==> src/rtl/pes_vm_pkg.sv <==
// Shared types and constants for the vending-machine dispenser: FSM states,
// change encoding, queued event layout and default pulse timing.
package pes_vm_pkg;

    localparam int MOTOR_CYCLES_DEF = 4;
    localparam int COIN_CYCLES_DEF  = 2;
    localparam int GAP_CYCLES_DEF   = 2;
    localparam int DEPTH_DEF        = 4;

    localparam logic [1:0] CHG_NONE = 2'd0;
    localparam logic [1:0] CHG_5    = 2'd1;
    localparam logic [1:0] CHG_10   = 2'd2;
    localparam logic [1:0] CHG_15   = 2'd3;

    // Wide enough to hold a reload value of 254 (parameter 255 minus one).
    localparam int TIMER_W = 8;

    typedef enum logic [2:0] {
        IDLE,
        MOTOR_ON,
        MOTOR_GAP,
        COIN_ON,
        COIN_GAP
    } state_t;

    typedef struct packed {
        logic       vend;
        logic [1:0] coins;
    } evt_t;

endpackage

==> src/rtl/pes_vm_dispenser_if.sv <==
// Event and actuator signals between the vending controller (master) and
// the dispenser (slave).
interface pes_vm_dispenser_if;
    logic       out;
    logic [1:0] change;
    logic       motor_pulse;
    logic       coin_pulse;
    logic       busy;
    logic [2:0] pending;
    logic       overflow;

    modport master (
        output out, change,
        input  motor_pulse, coin_pulse, busy, pending, overflow
    );

    modport slave (
        input  out, change,
        output motor_pulse, coin_pulse, busy, pending, overflow
    );
endinterface

==> src/rtl/pes_vm_evq.sv <==
// Synchronous event FIFO; a push while full is accepted only when a pop
// frees a slot at the same edge.
module pes_vm_evq
    import pes_vm_pkg::*;
#(
    parameter  int DEPTH = DEPTH_DEF,
    localparam int CW    = $clog2(DEPTH + 1)
) (
    input  logic          clock,
    input  logic          reset,
    input  logic          push,
    input  logic          pop,
    input  evt_t          wdata,
    output evt_t          rdata,
    output logic          full,
    output logic          empty,
    output logic [CW-1:0] count
);

    localparam int AW = (DEPTH > 1) ? $clog2(DEPTH) : 1;

    evt_t          mem [DEPTH];
    logic [AW-1:0] wr_ptr;
    logic [AW-1:0] rd_ptr;
    logic          push_ok;
    logic          pop_ok;

    function automatic logic [AW-1:0] ptr_inc(input logic [AW-1:0] p);
        return (p == AW'(DEPTH - 1)) ? '0 : p + 1'b1;
    endfunction

    assign full    = (count == CW'(DEPTH));
    assign empty   = (count == '0);
    assign push_ok = push && (!full || pop);
    assign pop_ok  = pop && !empty;
    assign rdata   = mem[rd_ptr];

    // NOTE: state registers use non-blocking assignments so every flop
    // updates from pre-edge values, independent of statement order.
    always_ff @(posedge clock) begin
        if (reset) begin
            wr_ptr <= '0;
            rd_ptr <= '0;
            count  <= '0;
        end else begin
            if (push_ok) wr_ptr <= ptr_inc(wr_ptr);
            if (pop_ok)  rd_ptr <= ptr_inc(rd_ptr);
            case ({push_ok, pop_ok})
                2'b10:   count <= count + 1'b1;
                2'b01:   count <= count - 1'b1;
                default: count <= count;
            endcase
        end
    end

    // NOTE: the storage array is deliberately not reset; emptiness is carried
    // by the pointers and count, so stale contents are never observed.
    always_ff @(posedge clock) begin
        if (push_ok) mem[wr_ptr] <= wdata;
    end

endmodule

==> src/rtl/pes_vm_dispenser.sv <==
// Vend/change event dispenser: queues events and replays each one as a
// motor pulse followed by one coin pulse per 5-unit coin, with idle gaps.
module pes_vm_dispenser
    import pes_vm_pkg::*;
#(
    parameter int MOTOR_CYCLES = MOTOR_CYCLES_DEF,
    parameter int COIN_CYCLES  = COIN_CYCLES_DEF,
    parameter int GAP_CYCLES   = GAP_CYCLES_DEF,
    parameter int DEPTH        = DEPTH_DEF
) (
    input  logic                clock,
    input  logic                reset,
    pes_vm_dispenser_if.slave   bus
);

    localparam int CW = $clog2(DEPTH + 1);

    localparam logic [TIMER_W-1:0] T_MOTOR = TIMER_W'(MOTOR_CYCLES - 1);
    localparam logic [TIMER_W-1:0] T_COIN  = TIMER_W'(COIN_CYCLES - 1);
    localparam logic [TIMER_W-1:0] T_GAP   = TIMER_W'(GAP_CYCLES - 1);

    state_t             state, state_next;
    logic [TIMER_W-1:0] timer, timer_next;
    logic [1:0]         coins, coins_next;
    logic               pop;
    logic               evt_valid;
    evt_t               head;
    logic               full;
    logic               empty;
    logic [CW-1:0]      count;
    logic               motor_q;
    logic               coin_q;
    logic               overflow_q;

    assign evt_valid = (bus.out || (bus.change != CHG_NONE)) && !reset;

    pes_vm_evq #(.DEPTH(DEPTH)) u_evq (
        .clock (clock),
        .reset (reset),
        .push  (evt_valid),
        .pop   (pop),
        .wdata ('{vend: bus.out, coins: bus.change}),
        .rdata (head),
        .full  (full),
        .empty (empty),
        .count (count)
    );

    always_ff @(posedge clock) begin
        if (reset) begin
            state      <= IDLE;
            timer      <= '0;
            coins      <= '0;
            motor_q    <= 1'b0;
            coin_q     <= 1'b0;
            overflow_q <= 1'b0;
        end else begin
            state   <= state_next;
            timer   <= timer_next;
            coins   <= coins_next;
            motor_q <= (state_next == MOTOR_ON);
            coin_q  <= (state_next == COIN_ON);
            if (evt_valid && full && !pop) overflow_q <= 1'b1;
        end
    end

    // NOTE: every signal driven here gets a default first, so no path can
    // leave one unassigned and infer a latch.
    always_comb begin
        state_next = state;
        timer_next = timer;
        coins_next = coins;
        pop        = 1'b0;
        case (state)
            IDLE: begin
                if (!empty) begin
                    pop        = 1'b1;
                    coins_next = head.coins;
                    if (head.vend) begin
                        state_next = MOTOR_ON;
                        timer_next = T_MOTOR;
                    end else if (head.coins != CHG_NONE) begin
                        state_next = COIN_ON;
                        timer_next = T_COIN;
                    end
                end
            end
            MOTOR_ON: begin
                if (timer == '0) begin
                    state_next = MOTOR_GAP;
                    timer_next = T_GAP;
                end else begin
                    timer_next = timer - 1'b1;
                end
            end
            COIN_ON: begin
                if (timer == '0) begin
                    state_next = COIN_GAP;
                    timer_next = T_GAP;
                    coins_next = coins - 1'b1;
                end else begin
                    timer_next = timer - 1'b1;
                end
            end
            MOTOR_GAP, COIN_GAP: begin
                if (timer != '0) begin
                    timer_next = timer - 1'b1;
                end else if (coins != '0) begin
                    state_next = COIN_ON;
                    timer_next = T_COIN;
                end else begin
                    state_next = IDLE;
                end
            end
            default: state_next = IDLE;
        endcase
    end

    assign bus.motor_pulse = motor_q;
    assign bus.coin_pulse  = coin_q;
    assign bus.overflow    = overflow_q;
    assign bus.busy        = !empty || (state != IDLE);
    assign bus.pending     = 3'(count);

endmodule

==> src/flat_wrapper.sv <==
// flat-port wrapper written by rule: the top's interface ports become plain ports
module pes_vm_dispenser_flat import pes_vm_pkg::*;
#(
    parameter int MOTOR_CYCLES = MOTOR_CYCLES_DEF,
    parameter int COIN_CYCLES  = COIN_CYCLES_DEF,
    parameter int GAP_CYCLES   = GAP_CYCLES_DEF,
    parameter int DEPTH        = DEPTH_DEF
)
  (clock, reset, bus_out, bus_change, bus_motor_pulse, bus_coin_pulse, bus_busy, bus_pending, bus_overflow);
  pes_vm_dispenser_if bus_i ();
  input  logic clock;
  input  logic reset;
  input wire logic [$bits(bus_i.out)-1:0] bus_out;
  input wire logic [$bits(bus_i.change)-1:0] bus_change;
  output wire logic [$bits(bus_i.motor_pulse)-1:0] bus_motor_pulse;
  output wire logic [$bits(bus_i.coin_pulse)-1:0] bus_coin_pulse;
  output wire logic [$bits(bus_i.busy)-1:0] bus_busy;
  output wire logic [$bits(bus_i.pending)-1:0] bus_pending;
  output wire logic [$bits(bus_i.overflow)-1:0] bus_overflow;
  assign bus_i.out = bus_out;
  assign bus_i.change = bus_change;
  assign bus_motor_pulse = bus_i.motor_pulse;
  assign bus_coin_pulse = bus_i.coin_pulse;
  assign bus_busy = bus_i.busy;
  assign bus_pending = bus_i.pending;
  assign bus_overflow = bus_i.overflow;
  pes_vm_dispenser #(.MOTOR_CYCLES(MOTOR_CYCLES), .COIN_CYCLES(COIN_CYCLES), .GAP_CYCLES(GAP_CYCLES), .DEPTH(DEPTH)) u_core (.clock(clock), .reset(reset), .bus(bus_i));
endmodule
==> config.mk <==
export PLATFORM = sky130hd
export DESIGN_NAME = pes_vm_dispenser_flat
export DESIGN_NICKNAME = d
export VERILOG_FILES = /design/src/rtl/pes_vm_pkg.sv /design/src/rtl/pes_vm_dispenser_if.sv /design/src/rtl/pes_vm_evq.sv /design/src/rtl/pes_vm_dispenser.sv /design/src/flat_wrapper.sv
export SDC_FILE = /design/constraint.sdc
export NUM_CORES = 1
export LEC_CHECK = 0
export BUFFER_PORTS_ARGS = -buffer_cell sky130_fd_sc_hd__clkbuf_2
export CAP_MARGIN = 20
export CORE_ASPECT_RATIO = 0.9
export CORE_MARGIN = 10
export CORE_UTILIZATION = 33
export DETAILED_ROUTE_END_ITERATION = 8
export SLEW_MARGIN = 15
export SYNTH_ARGS = -nofsm -noshare
export SYNTH_HDL_FRONTEND = slang
export SYNTH_SLANG_ARGS = --single-unit
==> constraint.sdc <==
create_clock -name clock -period 6.8 [get_ports clock]
set_input_delay 1.02 -clock clock [delete_from_list [all_inputs] [get_ports clock]]
set_output_delay 1.02 -clock clock [all_outputs]
set_load 0.01 [all_outputs]
# Word level (Yosys, flattened, before mapping)
# Memories as Yosys holds them, arrays and structs flattened. A register that Yosys moved wholly into a read port is not among the register bits.
# Cells that the tools add are included.
[word_totals]
regBits = 23
ramBits = 12
out_inout_bits = 7
mem_count = 1
[classes]
add_sub_neg = 6
eq_ne = 15
n_mux = 27
reduce_logical = 27
[mem_list]
columns = ["name", "depth", "width", "read_ports", "rd_ports_with_merged_regs", "wr", "line", "source"]
rows = [
  ["u_core.u_evq.mem", 4, 3, 1, 1, 1, "pes_vm_evq.sv:22", "evt_t mem [DEPTH];"],
]
[ops]
columns = ["op", "count"]
rows = [
  ["8-bit 2-to-1 mux", 6],
  ["8-bit one-hot mux with 3 select lines", 1],
  ["3-bit 2-to-1 mux", 6],
  ["2-bit 2-to-1 mux", 7],
  ["3-bit one-hot mux with 4 select lines", 1],
  ["2-bit nonzero test", 5],
  ["3-bit by 2-bit == test with 1-bit output, second input constant", 3],
  ["8-bit logical NOT", 1],
  ["8-bit nonzero test", 1],
  ["8-bit by 1-bit subtractor with 8-bit output, second input constant", 1],
  ["2-bit == test, second input constant", 3],
  ["3-bit by 1-bit == test with 1-bit output, second input constant", 2],
  ["3-bit == test, second input constant", 2],
  ["3-bit logical NOT", 2],
  ["3-bit by 1-bit inequality test with 1-bit output, second input constant", 2],
  ["3-bit one-hot mux with 2 select lines", 1],
  ["3-bit nonzero test", 2],
  ["1-bit logical AND", 5],
  ["2-bit by 1-bit adder with 2-bit output, second input constant", 2],
  ["1-bit logical NOT", 4],
  ["1-bit 2-to-1 mux", 4],
  ["2-bit one-hot mux with 2 select lines", 1],
  ["4-bit AND reduction", 1],
  ["2-bit OR reduction", 2],
  ["8 further kinds", 10],
]

# Logic depth before layout (Yosys ltp)
# Gate-level depths: netlist of run 1.
[depth]
depth_word = 7
ltp_mapped = 11
depth_no_buf = 10

# By module
# From an unflattened synthesis of run 1, not the netlist that was laid out.
[hier_totals]
cells_unflattened = 189
hier_area_um2 = 1905.6
[modules_own_cells]
columns = ["mod", "instances", "cells_per_inst", "area_each_um2", "seq_area_each_um2"]
rows = [
  ["pes_vm_dispenser", 1, 122, 978.4, 320.3],
  ["pes_vm_evq", 1, 67, 927.1, 540.5],
]

# Worst setup path before layout of run 1
# OpenSTA, ideal clock, no wires.
[synth_path]
path_type = "input to register"
startpoint = "input bus_change[1]"
endpoint = "register u_core.u_evq.count[2]"
setup_time_ns = 0.071
arrival_time_ns = 2.784
path_slack_ns = 3.945
cell_stages = 9
n_path_buf = 0
cell_sequence = "or3_1 nor3b_2 inv_1 ha_1 inv_1 fa_1 xor2_1 or3_1 a21oi_1"
[synth_via]
elab_chain_cells = 6
word_cells_on_any_way = 8
cone_classes = "2 x eq/ne; 1 x mux; 5 x reduce/logical"
[synth_lines]
columns = ["item", "line", "source"]
rows = [
  ["from (decl)", "flat_wrapper.sv:14", "input wire logic [$bits(bus_i.change)-1:0] bus_change;"],
  ["2-bit nonzero test (*)", "pes_vm_dispenser.sv:35", "assign evt_valid = (bus.out || (bus.change != CHG_NONE)) && !reset;"],
  ["1-bit logical OR (*)", "pes_vm_dispenser.sv:35", ""],
  ["1-bit logical AND (*)", "pes_vm_dispenser.sv:35", ""],
  ["1-bit logical AND (*)", "pes_vm_evq.sv:34", "assign push_ok = push && (!full || pop);"],
  ["2-bit by 1-bit == test with 1-bit output or 2-bit == test (tied branches)", "pes_vm_evq.sv:48", "case ({push_ok, pop_ok})"],
  ["3-bit one-hot mux with 2 select lines or 2-bit nonzero test (tied branches)", "n/a", ""],
  ["to (signal assigned)", "pes_vm_evq.sv:49", "2'b10: count <= count + 1'b1;"],
  ["to (signal assigned)", "pes_vm_evq.sv:50", "2'b01: count <= count - 1'b1;"],
  ["to (signal assigned)", "pes_vm_evq.sv:51", "default: count <= count;"],
  ["to (decl)", "pes_vm_evq.sv:17", "output logic [CW-1:0] count"],
]
# Every way passes the cells marked *; elsewhere a longest branch is shown, timed or not.
# A chain may end at the register's enable or synchronous reset.

# Worst setup path in the final report of run 1
# Same ends and word-level chain as after synthesis.

==> impl_metrics.json, run 1 <==
{
  "setup_viol": 0,
  "grt_use_total": 0.0820,
  "cts_hold_buf": 0,
  "cp_top_family": "simple AND/OR/NAND/NOR gates",
  "worst_setup_path_start_kind": "primary input",
  "tightest_slew_ps": 468,
  "grt_busiest_layer": "met2",
  "clock_tree.root_cell": "clkbuf_8",
  "fin_skew_ps": 7.93,
  "rsz0062_at_grt": "no",
  "hpwl_um": 2600,
  "critical-path-slowest-cell": "or3_1",
  "crit_buf_inv": 3,
  "cp-end-kind": "flop",
  "slew_headroom": 0.684,
  "start_util": 0.336,
  "path_class": "in -> reg",
  "synth_flop_cell": "dfxtp_1",
  "die_x_um": 99.8,
  "grt_max_degree": 21,
  "whs_path_depth": 2,
  "r2r-end": "u_core.u_evq.count[2]$_SDFFE_PP0P_",
  "clockBufferDepth": 2,
  "r2r-start": "u_core.state[1]$_SDFF_PP0_",
  "syn-cell-area_um2": 1890,
  "drc": 0,
  "crit_fanout": 9,
  "numPortBuffers": 11,
  "use_met2": 0.118,
  "cts_buffers": 5,
  "async_flop_share": 0,
  "yosysUniqueCellTypes": 49,
  "die_area_um2": 9170,
  "ys_ff_latch": 37,
  "critical-path-max-stage-delay_ps": 390,
  "dp.cells": 263,
  "cts-htree-levels": 2,
  "fmax_mhz": 352,
  "synth_cells": 189,
  "cts_sinks": 37,
  "routed_wl_um": 3590,
  "n_antenna_cell": 0,
  "drv_cap": 0,
  "setup_tns_ps": 0,
  "rows": 26,
  "fin_crit_sh": 0.418,
  "area_delta_synth_final_pct": 9.85,
  "core-area_um2": 5630,
  "grt_pass1_vias": 1313,
  "cp-startpoint": "bus_change[1]",
  "postSynthNetCount": 204,
  "drive_gt1_frac": 0.164,
  "final_cells": 271,
  "p_leak_uw": 0.000809,
  "worst-r2r-setup-slack_ps": 4120,
  "synth_warnings": 0,
  "cts_setup_buffers": 0,
  "powerDensity_nw_per_um2": 504,
  "required_ps": 7020,
  "cp.arrival_ps": 3060,
  "gp_congestion": 0.775,
  "nets": 215,
  "grt.met3_usage": 0.0300,
  "postCtsResizedCells": 0,
  "hp-class": "reg -> reg",
  "avgSynthCellArea_um2": 10.0,
  "drtIter0Drc": 86,
  "rr_worst_depth": 10,
  "worstHoldStart": "u_core.u_evq.rd_ptr[1]$_SDFFE_PP0P_",
  "fin_crit_ps": 2840,
  "hold_viol_final": 0,
  "status": "completed",
  "seq_area_frac_synth": 0.455,
  "die_h_um": 91.9,
  "ir_drop_uv": 229,
  "path_cells": "clkbuf_2, or3_1, nor3b_2, inv_1, ha_1, inv_1, fa_1, xor2_1, or3_1, a21oi_1",
  "fill_cells": 587,
  "finalMaxSlewViolations": 0,
  "grt_remaining_overflow": 0,
  "antenna_found_initial": 0,
  "pin_count": 12,
  "grt_first_pass_wirelength_um": 6230,
  "vias": 1324,
  "pre_cts_slack_ps": 3660,
  "routed_via_density": 4.89,
  "cts_tree": "yes",
  "power_uw": 1050,
  "clk_latency_ps": 290,
  "fin_ws_ps": 3960,
  "synth_edf_count": 12,
  "wl_per_cell_um": 13.2,
  "ant_nets": 0,
  "drt_first_pass_iters": 4,
  "path_clk_slew_ps": 80,
  "grt_util_met1": 0.111
}
==> power by group <==
part / switching (uW) / internal [uW]
sequential: 65.0 / 294
combinational: 304 / 228
clock: 85.1 / 72.7
total: 454 / 594
==> routing by layer <==
| layer | wire length (um) | vias up |
|---|---|---|
| met4 | 42 | 0 |
| met2 | 1530 | 15 |
| met5 | 0 | - |
| li1 | - | 700 |
| met3 | 156 | 5 |
| met1 | 1860 | 604 |
==> worst min-delay path, cell delays in order, from the launching register on <==
cell and delay, ps:
dfxtp_1 320, nand2_1 50, a21oi_1 70
==> how the worst max path moves through the flow <==
| stage | end | depth (start not counted) | slack (ps) |
|---|---|---|---|
| finish | u_core.u_evq.count[2]$_SDFFE_PP0P_ | 10 | 3960 |
| global route | u_core.u_evq.count[2]$_SDFFE_PP0P_ | 10 | 3780 |
| CTS | u_core.u_evq.count[2]$_SDFFE_PP0P_ | 10 | 3950 |
| detailed placement | u_core.u_evq.count[2]$_SDFFE_PP0P_ | 10 | 3660 |
| global placement | u_core.u_evq.count[2]$_SDFFE_PP0P_ | 10 | 3730 |
| floorplan | u_core.u_evq.count[2]$_SDFFE_PP0P_ | 9 | 3950 |
==> cells in the mapped netlist, drive strengths merged, types with 6 or more instances <==
library cell,number,share of area
ha,9,0.059
edfxtp,12,0.19
a21oi,13,0.034
nor3,6,0.016
nor2,29,0.061
dfxtp,25,0.26
o21ai,7,0.019
nand2,11,0.023
o31ai,6,0.031
inv,13,0.026
==> cell families (layout without fill, tap and decap cells) <==
logic type / count (synthesis) / in the layout / synth area share
mux: 6 / 6 / 0.0555
flops: 37 / 37 / 0.455
xor+xnor: 3 / 3 / 0.0139
simple gates: 73 / 73 / 0.207
compound gates: 40 / 40 / 0.149
buf+inv: 20 / 32 / 0.0502
fa+ha+maj: 10 / 10 / 0.0701
==> layout make-up <==
class / instances / area (um2) / share of cell area
sequential: 37 / 861 / 0.414
inverter: 13 / 48.8 / 0.0235
clock buffer: 5 / 68.8 / 0.0331
tap: 70 / 87.6 / 0.0421
timing repair buffer: 11 / 55.1 / 0.0265
clock inverter: 3 / 21.3 / 0.0102
multi-input combinational: 132 / 937 / 0.451
==> through the flow <==
step	util	hold slack [ps]	cell area, um2
2_1_floorplan	-	446	1890
3_3_place_gp	0.353	470	1990
3_5_place_dp	0.353	479	1990
4_1_cts	0.369	489	2080
5_1_grt	0.369	507	2080
6_report	0.369	486	2080
==> registers in the layout (all words and copies together), names as in the netlist, named ones only <==
register,cells
u_core.u_evq.count,3
u_core.u_evq.rd_ptr,2
u_core.bus.overflow,1
u_core.coins,2
u_core.u_evq.wr_ptr,2
u_core.bus.motor_pulse,1
u_core.timer,8
u_core.bus.coin_pulse,1
u_core.state,3
u_core.u_evq.mem,12
==> layout by cell type (no fill, tap or decap), types with 4 or more instances in the layout <==
cell type	instances
a21oi_1	13
and2_1	4
clkbuf_2	11
clkbuf_8	5
dfxtp_1	25
edfxtp_1	12
ha_1	9
inv_1	13
nand2_1	10
nor2_1	28
nor3_1	6
o21ai_0	7
o31ai_1	5
No activity file was read; power rests on OpenSTA's default activity.
==> run 2, diff against run 1 <==
==> constraint.sdc (replaced) <==
create_clock -name clock -period 2.9 [get_ports clock]
set_input_delay 0.435 -clock clock [delete_from_list [all_inputs] [get_ports clock]]
set_output_delay 0.435 -clock clock [all_outputs]
set_load 0.01 [all_outputs]
==> run 2 against run 1 <==
Net effect:
- power rose by 140%
- combinational power rose by 140%
- sequential share of layout area fell by 0.93 points
- non-clock buffer count rose by 3
- count of clock-buffer cells in the layout did not move
- die area did not move
- via count rose by 3.8%
- routed wire length fell by 0.11%
- critical path type is now reg -> reg
- cell count rose by 1.1%
- global-route usage barely moved
- clock skew fell by 0.99 ps
- largest cell class unchanged
- sequential power rose by 130%
==> impl_metrics.json, run 2 (synthesis gave the netlist of run 1 again) <==
{
  "clock_tree.root_cell": "clkbuf_8",
  "rr_worst_depth": 10,
  "rsz0062_at_grt": "no",
  "top_regs": "u_core.u_evq.mem x12, u_core.timer x8",
  "intPower_uw": 1500,
  "routed_via_density": 5.01,
  "tightest_slew_ps": 506,
  "required_ps": 3120,
  "drtIter0Drc": 93,
  "finalMaxSlewViolations": 0,
  "numPortBuffers": 11,
  "path_class": "reg -> reg",
  "ant_nets": 0,
  "fin_skew_ps": 6.93,
  "die_h_um": 91.9,
  "cts_hold_buf": 0,
  "setup_tns_ps": 0,
  "die_x_um": 99.8,
  "worst_setup_path_start_kind": "flop",
  "path_clk_slew_ps": 80,
  "clockBufferDepth": 2,
  "pin_count": 12,
  "slew_headroom": 0.660,
  "grt_remaining_overflow": 0,
  "power_frac_comb": 0.498,
  "area_delta_synth_final_pct": 12.4,
  "fill_cells": 585,
  "p_clk_frac": 0.176,
  "n_antenna_cell": 0,
  "rows": 26,
  "r2r-start": "u_core.state[1]$_SDFF_PP0_",
  "switching_share": 0.416,
  "start_util": 0.336,
  "worst-r2r-setup-slack_ps": 520,
  "r2r-end": "u_core.u_evq.count[2]$_SDFFE_PP0P_",
  "cp-end-kind": "flop",
  "core-area_um2": 5630,
  "post-route-util": 0.378,
  "hold_viol_final": 0,
  "vias": 1374,
  "final_cell_mix": "nor2_1, dfxtp_1, inv_1, a21oi_1, edfxtp_1",
  "largest_reg_flops": 12,
  "postCtsResizedCells": 0,
  "grt_use_total": 0.0815,
  "drive_gt1_frac": 0.176,
  "drv_cap": 0,
  "clk_latency_ps": 290,
  "fin_crit_sh": 0.819,
  "cts_tree": "yes",
  "cp.arrival_ps": 2600,
  "antenna_found_initial": 0,
  "nets": 218,
  "fmax_mhz": 421,
  "mostFrequentLayoutCell": "nor2_1",
  "p_leak_uw": 0.000833,
  "setup_viol": 0,
  "top_register": "u_core.u_evq.mem",
  "die_area_um2": 9170,
  "cts_buffers": 5,
  "gp_congestion": 0.815,
  "cts_setup_buffers": 0,
  "p_sw_uw": 1070,
  "drc": 0,
  "crit_fanout": 10,
  "grt_first_pass_wirelength_um": 6260,
  "hp-class": "in -> reg",
  "cts_sinks": 37,
  "wl_per_cell_um": 13.1,
  "hpwl_um": 2590,
  "power_frac_seq": 0.327,
  "cp-startpoint": "u_core.state[1]$_SDFF_PP0_",
  "endpoint": "u_core.u_evq.count[2]$_SDFFE_PP0P_",
  "powerDensity_nw_per_um2": 1210,
  "drt_first_pass_iters": 4,
  "status": "completed",
  "grt_pass1_vias": 1287,
  "routed_wl_um": 3580,
  "fin_crit_ps": 2380,
  "ir_drop_uv": 406,
  "grt_max_degree": 20,
  "cts-htree-levels": 2
}
==> run 2: cell types whose count changed in the layout (fill, tap and decap cells not counted) <==
cell,delta
clkinv_2,-1
clkinv_4,+1
bufinv_16,+1
inv_6,-1
buf_4,+3
==> run 2: power groups by stage <==
stage	clock network (uW)	logic [uW]	registers, uW
2_1_floorplan	0	1060	809
3_3_place_gp	0	1270	845
3_5_place_dp	0	1280	850
4_1_cts	463	1290	837
5_1_grt	487	1440	865
6_report	450	1280	838
==> run 2: per-stage QoR <==
step / setup slack, ps / cell area [um2] / std cells / hold slack [ps] / total power [uW]
final: 524 / 2130 / 274 / 372 / 2560
after global routing: 370 / 2130 / 274 / 381 / 2790
after CTS: 516 / 2130 / 274 / 370 / 2590
after detailed placement: 450 / 2010 / 266 / 478 / 2130
after global placement: 471 / 2010 / 266 / 474 / 2120
after floorplan: 439 / 1890 / 189 / 446 / 1870
==> run 2: how the worst min path moves through the flow <==
| stage | from | end | slack [ps] | cells after the start |
|---|---|---|---|---|
| 6_report | bus_out | u_core.u_evq.mem[2][2]$_DFFE_PP_ | 370 | 1 |
| 2_1_floorplan | u_core.coins[0]$_SDFFE_PP0P_ | u_core.coins[0]$_SDFFE_PP0P_ | 450 | 1 |
| 3_3_place_gp | u_core.u_evq.rd_ptr[1]$_SDFFE_PP0P_ | u_core.u_evq.rd_ptr[1]$_SDFFE_PP0P_ | 470 | 2 |
| 4_1_cts | bus_change[0] | u_core.u_evq.mem[0][0]$_DFFE_PP_ | 370 | 1 |
| 5_1_grt | bus_out | u_core.u_evq.mem[2][2]$_DFFE_PP_ | 380 | 1 |
| 3_5_place_dp | u_core.u_evq.rd_ptr[1]$_SDFFE_PP0P_ | u_core.u_evq.rd_ptr[1]$_SDFFE_PP0P_ | 480 | 2 |
==> run 2: per-layer routing <==
layer,up-vias,track usage,part of all wire
li1,709,-,-
met5,-,0,0
met3,6,0.0233,0.043
met1,640,0.114,0.50
met2,19,0.116,0.45
met4,0,0.0286,0.012
==> run 2: final cells by class <==
type                            instances  area, um2  share of cell area
Tap cell                               70       87.6              0.0412
Sequential cell                        37        861               0.405
Clock inverter                          3       46.3              0.0218
Clock buffer                            5       68.8              0.0324
Multi-Input combinational cell        132        937               0.441
Timing Repair Buffer                   14       77.6              0.0365
Inverter                               13       48.8              0.0229
==> run 2: worst max-delay path, cell delays in order, from the launching register on <==
cell,delay (ps)
dfxtp_1,400
or3_4,440
and4_1,240
nor3b_2,190
inv_1,60
ha_1,220
inv_1,70
fa_1,170
xor2_1,70
or3_1,300
a21oi_1,140
==> run 3, diff against run 2 <==
==> constraint.sdc (replaced) <==
create_clock -name clock -period 2.3 [get_ports clock]
set_input_delay 0.345 -clock clock [delete_from_list [all_inputs] [get_ports clock]]
set_output_delay 0.345 -clock clock [all_outputs]
set_load 0.01 [all_outputs]
==> run 3 against run 2 <==
Net effect:
- register-to-register slack worse by 390 ps
- non-clock buffer count is 10 higher
- sequential cell count stayed put
- via count is 2.7% higher
- count of clock-buffer cells in the layout stayed put
- die area stayed put
- first-iteration DRC count is 9.7% higher
- worst hold slack worse by 92 ps
- largest power group unchanged
==> impl_metrics.json, run 3 (synthesis gave the netlist of run 1 again) <==
{
  "nets": 228,
  "routed_wl_um": 3700,
  "cts_buffers": 5,
  "ir_drop_uv": 682,
  "drv_cap": 0,
  "status": "completed",
  "mostFrequentLayoutCell": "nor2_1",
  "drc": 0,
  "die_x_um": 99.8,
  "whs_path_depth": 1,
  "ant_nets": 0,
  "clockBufferDepth": 2,
  "die_area_um2": 9170,
  "core-area_um2": 5630,
  "antenna_found_initial": 0,
  "setup_viol": 0,
  "final_cells": 284,
  "largest_reg_flops": 12,
  "postCtsResizedCells": 0,
  "numPortBuffers": 11,
  "path_clk_slew_ps": 80,
  "gp_congestion": 0.794,
  "pin_count": 12,
  "pre_cts_slack_ps": 13.7,
  "cts_hold_buf": 0,
  "powerDensity_nw_per_um2": 1510,
  "die_h_um": 91.9,
  "dp.cells": 276,
  "clock_tree.root_cell": "clkbuf_8",
  "rr_worst_depth": 10,
  "worstHoldStart": "bus_out",
  "p_leak_uw": 0.000883,
  "fin_ws_ps": 137,
  "path_class": "reg -> reg",
  "drive_gt1_frac": 0.234,
  "grt_first_pass_wirelength_um": 6410,
  "fill_cells": 554,
  "r2r-end": "u_core.u_evq.count[2]$_SDFFE_PP0P_",
  "fmax_mhz": 462,
  "grt_use_total": 0.0843,
  "drtIter0Drc": 102,
  "cts-htree-levels": 2,
  "tightest_slew_ps": 537,
  "fin_crit_ps": 2160,
  "rsz0062_at_grt": "no",
  "grt_remaining_overflow": 0,
  "hold_viol_final": 0,
  "clk_latency_ps": 290,
  "power_uw": 3340,
  "hp-class": "in -> reg",
  "required_ps": 2530,
  "wl_per_cell_um": 13.0,
  "finalMaxSlewViolations": 0,
  "cts_setup_buffers": 0,
  "n_antenna_cell": 0,
  "cts_sinks": 37,
  "seq_area_um2": 861,
  "cp-end-kind": "flop",
  "crit_fanout": 4,
  "area_delta_synth_final_pct": 17.1,
  "multi_input_area_um2": 951,
  "worst_setup_path_start_kind": "flop",
  "hpwl_um": 2730,
  "r2r-start": "u_core.state[2]$_SDFF_PP0_",
  "cp.arrival_ps": 2390,
  "cts_tree": "yes",
  "fin_skew_ps": 3.11,
  "holdPathEnd": "u_core.u_evq.mem[0][2]$_DFFE_PP_",
  "top_register": "u_core.u_evq.mem",
  "drt_first_pass_iters": 4,
  "vias": 1411,
  "grt_max_degree": 20,
  "final_cell_mix": "nor2_1, dfxtp_1, a21oi_1, buf_4",
  "grt_pass1_vias": 1275,
  "top_regs": "u_core.u_evq.mem x12, u_core.timer x8",
  "worst-r2r-setup-slack_ps": 140,
  "start_util": 0.336,
  "fin_crit_sh": 0.940,
  "rows": 26,
  "routed_via_density": 4.97,
  "slew_headroom": 0.639,
  "setup_tns_ps": 0
}
run 3: cell types whose count changed in the layout (fill, tap and decap cells not counted):
cell	previous run	this run
inv_2	0	1
buf_4	3	13
nor3b_4	0	1
fa_1	1	0
fa_2	0	1
nor3b_2	2	1
and4_4	0	1
and4_1	1	0
ha_1	9	8
inv_1	13	12
ha_2	0	1
run 3: power breakdown:
| part | switching (uW) | total (uW) | internal (uW) |
|---|---|---|---|
| combinational | 963 | 1730 | 770 |
| sequential | 163 | 1030 | 868 |
| clock | 249 | 574 | 325 |
| total | 1370 | 3340 | 1960 |
run 3: worst max-delay path, stage by stage, from the launching register on:
cell and delay (ps):
dfxtp_1 330, or3_4 420, and4_4 180, nor3b_4 200
inv_1 70, ha_2 180, inv_2 50, fa_2 190
xor2_1 70, or3_1 300, a21oi_1 110
run 3: cell type report:
class                      count  area share
tap                           70      0.0395
timing repair buffer          24      0.0689
sequential                    37       0.388
clock buffer                   5      0.0311
inverter                      13      0.0220
clock inverter                 3      0.0209
multi-input combinational    132       0.429
run 3: through the flow:
step,cell area [um2],utilization,hold WS [ps]
after floorplan,1920,-,444
after global placement,2100,0.373,459
after detailed placement,2100,0.373,459
after CTS,2220,0.394,277
after global routing,2220,0.394,276
final,2220,0.394,280
run 3: metal layers:
metal / vias to the layer above / wire (um) / global-route usage
met5: - / 0 / 0
met4: 0 / 32 / 0.0251
li1: 727 / - / -
met1: 662 / 1930 / 0.116
met3: 5 / 126 / 0.0270
met2: 17 / 1610 / 0.122
run 3: worst max-delay path by stage:
stage / slack, ps / cells past startpoint / startpoint / to
floorplan: 2 / 11 / u_core.state[2]$_SDFF_PP0_ / u_core.u_evq.count[2]$_SDFFE_PP0P_
global placement: 40 / 10 / bus_change[1] / u_core.u_evq.count[2]$_SDFFE_PP0P_
detailed placement: 10 / 10 / bus_change[1] / u_core.u_evq.count[2]$_SDFFE_PP0P_
CTS: 130 / 10 / u_core.state[2]$_SDFF_PP0_ / u_core.u_evq.count[2]$_SDFFE_PP0P_
global route: 30 / 7 / u_core.timer[1]$_SDFFE_PP0P_ / u_core.timer[3]$_SDFFE_PP0P_
finish: 140 / 10 / u_core.state[2]$_SDFF_PP0_ / u_core.u_evq.count[2]$_SDFFE_PP0P_
